$ cat src/rtl/alu_sched.sv
// alu_sched: two-requester round-robin issue scheduler for the 5-bit ALU with a credit-protected in-order response buffer.
module alu_sched #(
  parameter int REQ_DEPTH = 2,
  parameter int RES_DEPTH = 4
) (
  input  logic            clk,
  input  logic            rst,
  input  logic [1:0]      req_valid,
  output logic [1:0]      req_ready,
  input  logic [1:0][1:0] req_mode,
  input  logic [1:0][2:0] req_op,
  input  logic [1:0][4:0] req_a,
  input  logic [1:0][4:0] req_b,
  output logic            alu_a_en,
  output logic            alu_b_en,
  output logic [2:0]      alu_a_op,
  output logic [1:0]      alu_b_op,
  output logic [4:0]      alu_A,
  output logic [4:0]      alu_B,
  input  logic [5:0]      alu_C,
  output logic            rsp_valid,
  input  logic            rsp_ready,
  output logic            rsp_id,
  output logic [5:0]      rsp_c,
  output logic            rsp_err
);
  localparam int AW = $clog2(REQ_DEPTH);
  localparam int RW = $clog2(RES_DEPTH);
  logic [1:0] ne, push, pop;
  logic [1:0][14:0] head;
  logic gnt, credit, issue, last_q;
  logic [14:0] sel, alu_q, alu_d;
  logic [RW+1:0] occ;
  logic s1_v_q, s1_id_q, s1_err_q, s2_v_q, s2_id_q, s2_err_q;
  logic [7:0] rb_q [RES_DEPTH];
  logic [RW-1:0] rwr_q, rrd_q;
  logic [RW:0] rcnt_q;
  logic cap, rpop;
  // Entry layout: {mode[1:0], op[2:0], a[4:0], b[4:0]}
  for (genvar i = 0; i < 2; i++) begin : g_fifo
    logic [14:0] mem_q [REQ_DEPTH];
    logic [AW-1:0] wr_q, rd_q;
    logic [AW:0] cnt_q;
    assign ne[i] = cnt_q != '0;
    assign req_ready[i] = !rst && cnt_q != (AW+1)'(REQ_DEPTH);
    assign push[i] = req_valid[i] && req_ready[i];
    assign head[i] = mem_q[rd_q];
    always_ff @(posedge clk) begin
      if (rst) begin
        wr_q <= '0;
        rd_q <= '0;
        cnt_q <= '0;
      end else begin
        if (push[i]) begin
          mem_q[wr_q] <= {req_mode[i], req_op[i], req_a[i], req_b[i]};
          wr_q <= wr_q + 1'b1;
        end
        if (pop[i]) rd_q <= rd_q + 1'b1;
        cnt_q <= cnt_q + (AW+1)'(push[i]) - (AW+1)'(pop[i]);
      end
    end
  end
  // Credit covers everything that will land in the response buffer.
  always_comb begin
    gnt = (&ne) ? ~last_q : ne[1];
    occ = (RW+2)'(rcnt_q) + (RW+2)'(s1_v_q) + (RW+2)'(s2_v_q);
    credit = occ < (RW+2)'(RES_DEPTH);
    issue = |ne && credit;
    pop = issue ? (gnt ? 2'b10 : 2'b01) : 2'b00;
    sel = head[gnt];
    alu_d = issue ? sel : '0;
  end
  assign {alu_b_en, alu_a_en, alu_a_op, alu_A, alu_B} = alu_q;
  assign alu_b_op = alu_q[11:10];
  always_ff @(posedge clk) begin
    if (rst) begin
      alu_q <= '0;
      s1_v_q <= 1'b0;
      s1_id_q <= 1'b0;
      s1_err_q <= 1'b0;
      s2_v_q <= 1'b0;
      s2_id_q <= 1'b0;
      s2_err_q <= 1'b0;
      last_q <= 1'b1;
    end else begin
      alu_q <= alu_d;
      s1_v_q <= issue;
      s1_id_q <= gnt;
      s1_err_q <= sel[14:13] == 2'b00;
      s2_v_q <= s1_v_q;
      s2_id_q <= s1_id_q;
      s2_err_q <= s1_err_q;
      if (issue) last_q <= gnt;
    end
  end
  function automatic logic [RW-1:0] rnext(input logic [RW-1:0] p);
    return (p == RW'(RES_DEPTH - 1)) ? '0 : p + 1'b1;
  endfunction
  assign cap = s2_v_q;
  assign rsp_valid = rcnt_q != '0;
  assign rpop = rsp_valid && rsp_ready;
  assign {rsp_id, rsp_c, rsp_err} = rsp_valid ? rb_q[rrd_q] : 8'd0;
  always_ff @(posedge clk) begin
    if (rst) begin
      rwr_q <= '0;
      rrd_q <= '0;
      rcnt_q <= '0;
    end else begin
      if (cap) begin
        rb_q[rwr_q] <= {s2_id_q, s2_err_q ? 6'd0 : alu_C, s2_err_q};
        rwr_q <= rnext(rwr_q);
      end
      if (rpop) rrd_q <= rnext(rrd_q);
      rcnt_q <= rcnt_q + (RW+1)'(cap) - (RW+1)'(rpop);
    end
  end
endmodule

$ cat config.mk
export PLATFORM = sky130hd
export DESIGN_NAME = alu_sched
export DESIGN_NICKNAME = d
export VERILOG_FILES = /design/src/rtl/alu_sched.sv
export SDC_FILE = /design/constraint.sdc
export NUM_CORES = 1
export LEC_CHECK = 0
export ABC_AREA = 1
export CORE_ASPECT_RATIO = 0.9
export CORE_MARGIN = 2
export CORE_UTILIZATION = 28
export CTS_CLUSTER_DIAMETER = 200
export CTS_CLUSTER_SIZE = 14
export DETAILED_ROUTE_END_ITERATION = 12
export HOLD_SLACK_MARGIN = 0.15
export PLACE_DENSITY = 0.43
export SLEW_MARGIN = 20
export SYNTH_ARGS = -nofsm -noshare
export SYNTH_HDL_FRONTEND = slang
export SYNTH_SLANG_ARGS = --single-unit
$ cat constraint.sdc
create_clock -name clk -period 2.6 [get_ports clk]
set_clock_uncertainty 0.1 [all_clocks]
set_input_delay 0.52 -clock clk [delete_from_list [all_inputs] [get_ports clk]]
set_output_delay 0.52 -clock clk [all_outputs]
set_load 0.01 [all_outputs]
==> impl_metrics.toml, run 1 <==
[clock_network]
htreeDepth = 4
cts_buffer_depth = 2
cts.sinks = 133
cts-buffers-inserted = 17
cts_hold_buf = 0
path_clk_slew_ns = 0.06
clock_latency_ns = 0.41
cts_tree = "done"
cts_root_buf = "clkbuf_16"

[detailed_routing]
firstDrtPassIters = 4
drcViolationCount = 0
num_vias = 3247
wire_per_inst_um = 14.1
vias_per_cell = 4.16
postRouteAntennaNets = 0
wirelength_um = 11000
drtIter0Drc = 114

[yosys]
synthArstFlopShare_pct = 0
syn_area_um2 = 5260
ys_warn_count = 0
synth_top_family_by_area = "simple AND/OR/NAND/NOR gates"
synth_simple_gate_area_share_pct = 10.0
synth_compound_area_share_pct = 6.30
synth_fp_nets = 488
postSynthCellCount = 433
ys_ff_latch = 133
synth_cell_type_count = 29
synth_xor_area_share_pct = 0.500
synthAdderAreaFrac_pct = 3.47
ys_seq_area_share_pct = 68.1
ys.flop_type = "edfxtp_1"
synth-edff-count = 92
muxShareOfSynthArea_pct = 5.76
synth.avg_cell_area_um2 = 12.1

[global_routing]
grt_usage_pct = 11.8
antenna_found_initial = 0
grt_max_degree = 21
grt_pass1_vias = 3367
grt_pass1_wl_um = 17600
gr-total-overflow = 0

[place]
io_buffers = 68
place.detailed.hpwl_um = 7300
gp_congestion = 0.696

[timing]
hold_viol = 0
timing.slew.headroom_pct = 47.1
period_minus_slack_ns = 2.49
finalSetupViolCount = 0
fin_crit_sh_pct = 95.8
setup_tns_ns = 0
fmax_mhz = 401
tightest_slew_ns = 0.793
report.final.slew_viol_count = 0

[final_layout]
diodes = 0
seqCellArea_um2 = 3590
area_growth_pct = 33.4
fin_nets = 578
multi_input_area_um2 = 1400
nFillCells = 1778
fin_util_pct = 38.1
drive_gt1_share_pct = 19.2

[setup_path]
r2r_start = "cap$_SDFF_PP0_"
r2r_cells = 13
critPathLaunch = "rcnt_q[2]$_SDFF_PP0_"
crit_fanout = 8
rr_endpoint = "g_fifo[1].cnt_q[1]$_SDFF_PP0_"
rrSetupSlack_ns = 0.30
timing.critical_path.arrival_ns = 1.87
cp-endpoint = "rsp_c[5]"
critPathCaptureType = "primary output"
required_ns = 1.98
worstSetupPathType = "flop to primary output"
worst_setup_path_start_kind = "flop"

[pwr]
peakVddDrop_v = 0.000509
seqPwrFrac_pct = 36.3
comb_power_share_pct = 27.8
p_sw_share_pct = 29.3
p_int_uw = 5450
p_leak_uw = 0.00276
power.share.clock_pct = 35.9
power.density_nw_per_um2 = 1100
p_sw_uw = 2260

[status]
outcome = "finished clean"

[hold_path]
hold_path_class = "flop to flop"

[die]
die_area_um2 = 19900
coreArea_um2 = 18400
die_x_um = 148
io-pin-count = 69
initial_core_util_pct = 28.6
fp.dieH_um = 134
fp-row-count = 47

[run]
maxCapViolations = 0
## worst min path at each step
| stage | depth (start not counted) | start | slack (ns) | end |
|---|---|---|---|---|
| 4_1_cts | 2 | s1_id_q$_SDFF_PP0_ | 0.31 | s2_id_q$_SDFF_PP0_ |
| 2_1_floorplan | 2 | s1_err_q$_SDFF_PP0_ | 0.29 | s2_err_q$_SDFF_PP0_ |
| 3_3_place_gp | 2 | s1_id_q$_SDFF_PP0_ | 0.31 | s2_id_q$_SDFF_PP0_ |
| 6_report | 2 | s1_id_q$_SDFF_PP0_ | 0.31 | s2_id_q$_SDFF_PP0_ |
| 5_1_grt | 2 | s1_id_q$_SDFF_PP0_ | 0.33 | s2_id_q$_SDFF_PP0_ |
| 3_5_place_dp | 2 | s1_id_q$_SDFF_PP0_ | 0.31 | s2_id_q$_SDFF_PP0_ |
## Yosys cell counts (5+ instances only)
cell type	number	area, µm²
a21oi_1	22	110
a21oi_2	7	61.3
buf_2	5	25.0
buf_4	6	45.0
dfxtp_1	41	821
edfxtp_1	92	2760
ha_1	13	163
inv_1	51	191
mux2_2	26	293
nand2_1	48	180
nor2_1	64	240
o21ai_0	26	130
## power by group through the flow
stage / logic [µW] / clock network, µW / registers, µW
after floorplan: 1370 / 0 / 2760
after global placement: 2030 / 0 / 2850
after detailed placement: 2060 / 0 / 2850
after CTS: 2130 / 2820 / 2810
after global routing: 2420 / 2930 / 2850
final: 2140 / 2770 / 2800
## through the flow
| stage | worst slack, ns | instances | area [µm²] | hold slack (ns) | total power, µW |
|---|---|---|---|---|---|
| global route | -0.00671 | 781 | 7020 | 0.326 | 8200 |
| floorplan | 0.485 | 433 | 5260 | 0.288 | 4130 |
| CTS | -0.00554 | 777 | 6970 | 0.313 | 7770 |
| global placement | 0.253 | 743 | 6240 | 0.312 | 4880 |
| detailed placement | 0.240 | 743 | 6240 | 0.310 | 4900 |
| finish | 0.109 | 781 | 7020 | 0.307 | 7710 |
## cell usage in the layout, fill, tap and decap left out, types with 2 or more instances in the layout
cell type and n:
edfxtp_1 92, inv_2 2, clkdlybuf4s50_1 60, nand2_1 47
mux2_2 26, bufinv_16 7, dlymetal6s2s_1 5, ha_1 13
buf_4 18, xor2_1 3, nand4_1 4, nand2_2 4
a21oi_2 13, nor2_2 3, nor2_1 64, clkinv_4 2
dfxtp_1 39, clkbuf_16 17, dlygate4sd2_1 3, o21ai_0 26
a21oi_1 16, dfxtp_2 2, inv_1 50, nand3_1 2
clkinv_2 3
## sequential cells by signal, indices dropped and copies added (netlist names), named ones only
name          flops
s1_id_q           1
rb_q             32
last_q            1
cap               1
g_fifo.rd_q       2
s1_err_q          1
s1_v_q            1
g_fifo.cnt_q      4
g_fifo.mem_q     60
alu_q            15
s2_err_q          1
rrd_q             2
rcnt_q            3
g_fifo.wr_q       2
s2_id_q           1
rwr_q             2
## critical path, cell delays in order, from the launching register on
cell           delay (ns)
dfxtp_2              0.36
inv_1                0.08
nand2_2              0.13
clkinvlp_4           0.21
buf_4                0.19
buf_4                0.12
a21oi_2              0.09
dlygate4sd2_1        0.27
## logic make-up (layout without fill, tap and decap cells)
group                    after synthesis  in the layout
AO/OA/AOI/OAI                         59             59
adder cells (fa/ha/maj)               14             14
AND/OR/NAND/NOR                      127            127
XOR/XNOR                               3              3
multiplexers                          27             27
flip-flops                           133            133
buffers and inverters                 70            173
## final cells by class
class,instances,share of cell area (%)
clock buffer,18,6.12
tap,245,4.37
clock inverter,14,3.64
timing repair buffer,87,11.9
multi-input combinational,230,19.9
sequential,133,51.1
inverter,54,2.98
## layer usage
metal  track usage [%]  vias up  part of all wire, %
li1                  -     1636                    -
met1              14.7     1541                   46
met2              19.2       61                   48
met3              4.49        9                  4.9
met4              3.70        0                  1.1
met5                 0        -                    0
## repair_timing
| action | in CTS | in global routing |
|---|---|---|
| setup endpoints to repair | 8 | 5 |
| gates resized for setup | 13 | 7 |
| setup buffers | 2 | 4 |
Note: power is estimated with default switching activity, not from simulation.
==> run 2, diff against run 1 <==
--- a/config.mk
+++ b/config.mk
@@ -12,6 +12,7 @@
 export CTS_CLUSTER_DIAMETER = 200
 export CTS_CLUSTER_SIZE = 14
 export DETAILED_ROUTE_END_ITERATION = 12
+export GPL_ROUTABILITY_DRIVEN = 1
 export HOLD_SLACK_MARGIN = 0.15
 export PLACE_DENSITY = 0.43
 export SLEW_MARGIN = 20
==> results of run 2 <==
No change in the layout: final DEF, timing and power equal those of run 1.
==> run 3, diff against run 2 <==
--- a/config.mk
+++ b/config.mk
@@ -7,7 +7,6 @@
 export LEC_CHECK = 0
 export ABC_AREA = 1
 export CORE_ASPECT_RATIO = 0.9
-export CORE_MARGIN = 2
 export CORE_UTILIZATION = 28
 export CTS_CLUSTER_DIAMETER = 200
 export CTS_CLUSTER_SIZE = 14
==> run 3 against run 2 <==
Compared with the run above: sequential power hardly changed; worst setup slack hardly changed; maximum frequency hardly changed; non-clock buffer count fell by 6; sequential share of layout area rose by 1.0 points; global-route usage about the same; largest power group unchanged.
==> impl_metrics.toml, run 3 (synthesis results as in run 1) <==
[timing]
finalSetupViolCount = 0
grt_setup_unrepaired = "false"
fmax_mhz = 401
fin_crit_sh_pct = 95.8
timing.slew.headroom_pct = 48.5
period_minus_slack_ns = 2.49
tightest_slew_ns = 0.772
setup_tns_ns = 0
report.final.slew_viol_count = 0
hold_viol = 0

[final_layout]
diodes = 0
fin_nets = 572
final_cell_mix = "edfxtp_1 (92), clkdlybuf4s50_1 (65), nor2_1 (64), inv_1 (50), nand2_1 (47)"
largest_register = "g_fifo.mem_q"
final_common_cell = "edfxtp_1"
largest_reg_flops = 60
nFillCells = 1783
seqCellArea_um2 = 3580
drive_gt1_share_pct = 17.2
final_cell_area_um2 = 6870
area_growth_pct = 30.7
reg_top3 = "g_fifo.mem_q: 60 flops, rb_q: 32 flops, alu_q: 15 flops"
multi_input_area_um2 = 1370

[setup_path]
path_buf_inv = 2
worstSetupPathType = "flop to primary output"
worst_setup_path_start_kind = "flop"
crit_path_frequent_cell = "nor2_1"
required_ns = 1.98
crit_family = "buffers and inverters"
crit_slowest_cell = "clkdlybuf4s50_1"
crit_path_max_incr_delay_ns = 0.55
rrSetupSlack_ns = 0.33
timing.critical_path.arrival_ns = 1.87
crit_fanout = 17
crit_chain = "buf_8, nor2_1, nor2_1, o21ai_0, a21oi_1, clkdlybuf4s50_1"
critPathCaptureType = "primary output"

[die]
fp.dieH_um = 132
die_area_um2 = 19300
die_x_um = 146
fp-row-count = 47
io-pin-count = 69
initial_core_util_pct = 28.6
coreArea_um2 = 18400

[clock_network]
postCtsSetupRepairBufs = 0
path_clk_slew_ns = 0.06
htreeDepth = 4
cts_hold_buf = 0
post_cts_resized = 3
cts_root_buf = "clkbuf_16"
cts-buffers-inserted = 17
cts_tree = "done"
cts.sinks = 133
cts_buffer_depth = 2
clock_latency_ns = 0.41

[detailed_routing]
wire_per_inst_um = 13.6
num_vias = 3240
firstDrtPassIters = 4
drtIter0Drc = 99
vias_per_cell = 4.19
postRouteAntennaNets = 0
drcViolationCount = 0
wirelength_um = 10500

[global_routing]
grt_pass1_wl_um = 17000
use_met2_pct = 19.2
grt_pass1_vias = 3359
top_usage_layer = "met2"
gr-total-overflow = 0
grtUsageMet1_pct = 14.6
antenna_found_initial = 0
grt_usage_pct = 11.9
grtUsageMet3_pct = 4.05
grt_max_degree = 20

[status]
outcome = "finished clean"

[place]
gp_congestion = 0.717
place_area_um2 = 6240
io_buffers = 68
place.detailed.hpwl_um = 7220

[pwr]
p_sw_share_pct = 30.2
peakVddDrop_v = 0.000473
power.density_nw_per_um2 = 1060
seqPwrFrac_pct = 38.6
comb_power_share_pct = 27.4
power.share.clock_pct = 34.0
p_int_uw = 5080
p_leak_uw = 0.00265
p_sw_uw = 2200

[run]
maxCapViolations = 0

[hold_path]
hold_path_class = "flop to flop"
run 3: cell types whose count changed in the layout (fill, tap and decap cells not counted), moves of 2 or more:
| cell | change |
|---|---|
| a21oi_1 | +6 |
| a21oi_2 | -6 |
| buf_4 | -6 |
| bufinv_16 | -3 |
| clkdlybuf4s50_1 | +5 |
| clkinvlp_4 | +4 |
| dlygate4sd2_1 | -3 |
| dlymetal6s2s_1 | -2 |
run 3: worst paths after layout:
kind | startpoint | cells past startpoint | endpoint
max | flop | 6 | rsp_c[4]
min | s1_id_q$_SDFF_PP0_ | 2 | s2_id_q$_SDFF_PP0_
max reg2reg | cap$_SDFF_PP0_ | 13 | g_fifo[1].cnt_q[1]$_SDFF_PP0_
min reg2reg | s1_id_q$_SDFF_PP0_ | 2 | s2_id_q$_SDFF_PP0_
run 3: per-layer routing:
metal	routed length, µm	up-vias
met5	0	-
met4	109	0
met3	425	9
met2	5020	55
met1	4970	1550
li1	-	1626
run 3: power by group through the flow:
stage	Combinational [µW]	Clock, µW	Sequential [µW]
2_1_floorplan	1370	0	2760
3_3_place_gp	2000	0	2860
3_5_place_dp	2020	0	2860
4_1_cts	2040	2530	2820
5_1_grt	2270	2640	2860
6_report	1990	2480	2810
run 3: stage by stage:
stage	total power, µW	std cells	util (%)	hold WS [ns]	setup WS [ns]
floorplan	4130	433	-	0.288	0.485
global placement	4860	743	33.9	0.302	0.245
detailed placement	4870	743	33.9	0.300	0.215
CTS	7390	774	37.3	0.308	0.00755
global route	7760	774	37.3	0.320	0.00382
finish	7280	774	37.3	0.305	0.109
run 3: cell type report:
class | instances | area share, %
tap | 245 | 4.46
inverter | 54 | 2.99
multi-input combinational | 230 | 20.0
clock buffer | 17 | 6.19
clock inverter | 14 | 2.71
sequential | 133 | 52.1
timing repair buffer | 81 | 11.5
run 3: worst register-to-register path, delay by kind of cell (launching register included):
kind / cells / cell delay (ns)
adders and majority gates: 3 / 0.70
and+or+nand+nor: 5 / 0.54
DFF: 1 / 0.38
AOI/OAI and AO/OA: 2 / 0.19
xor gates and xnor gates: 1 / 0.15
buffers and inverters: 2 / 0.10
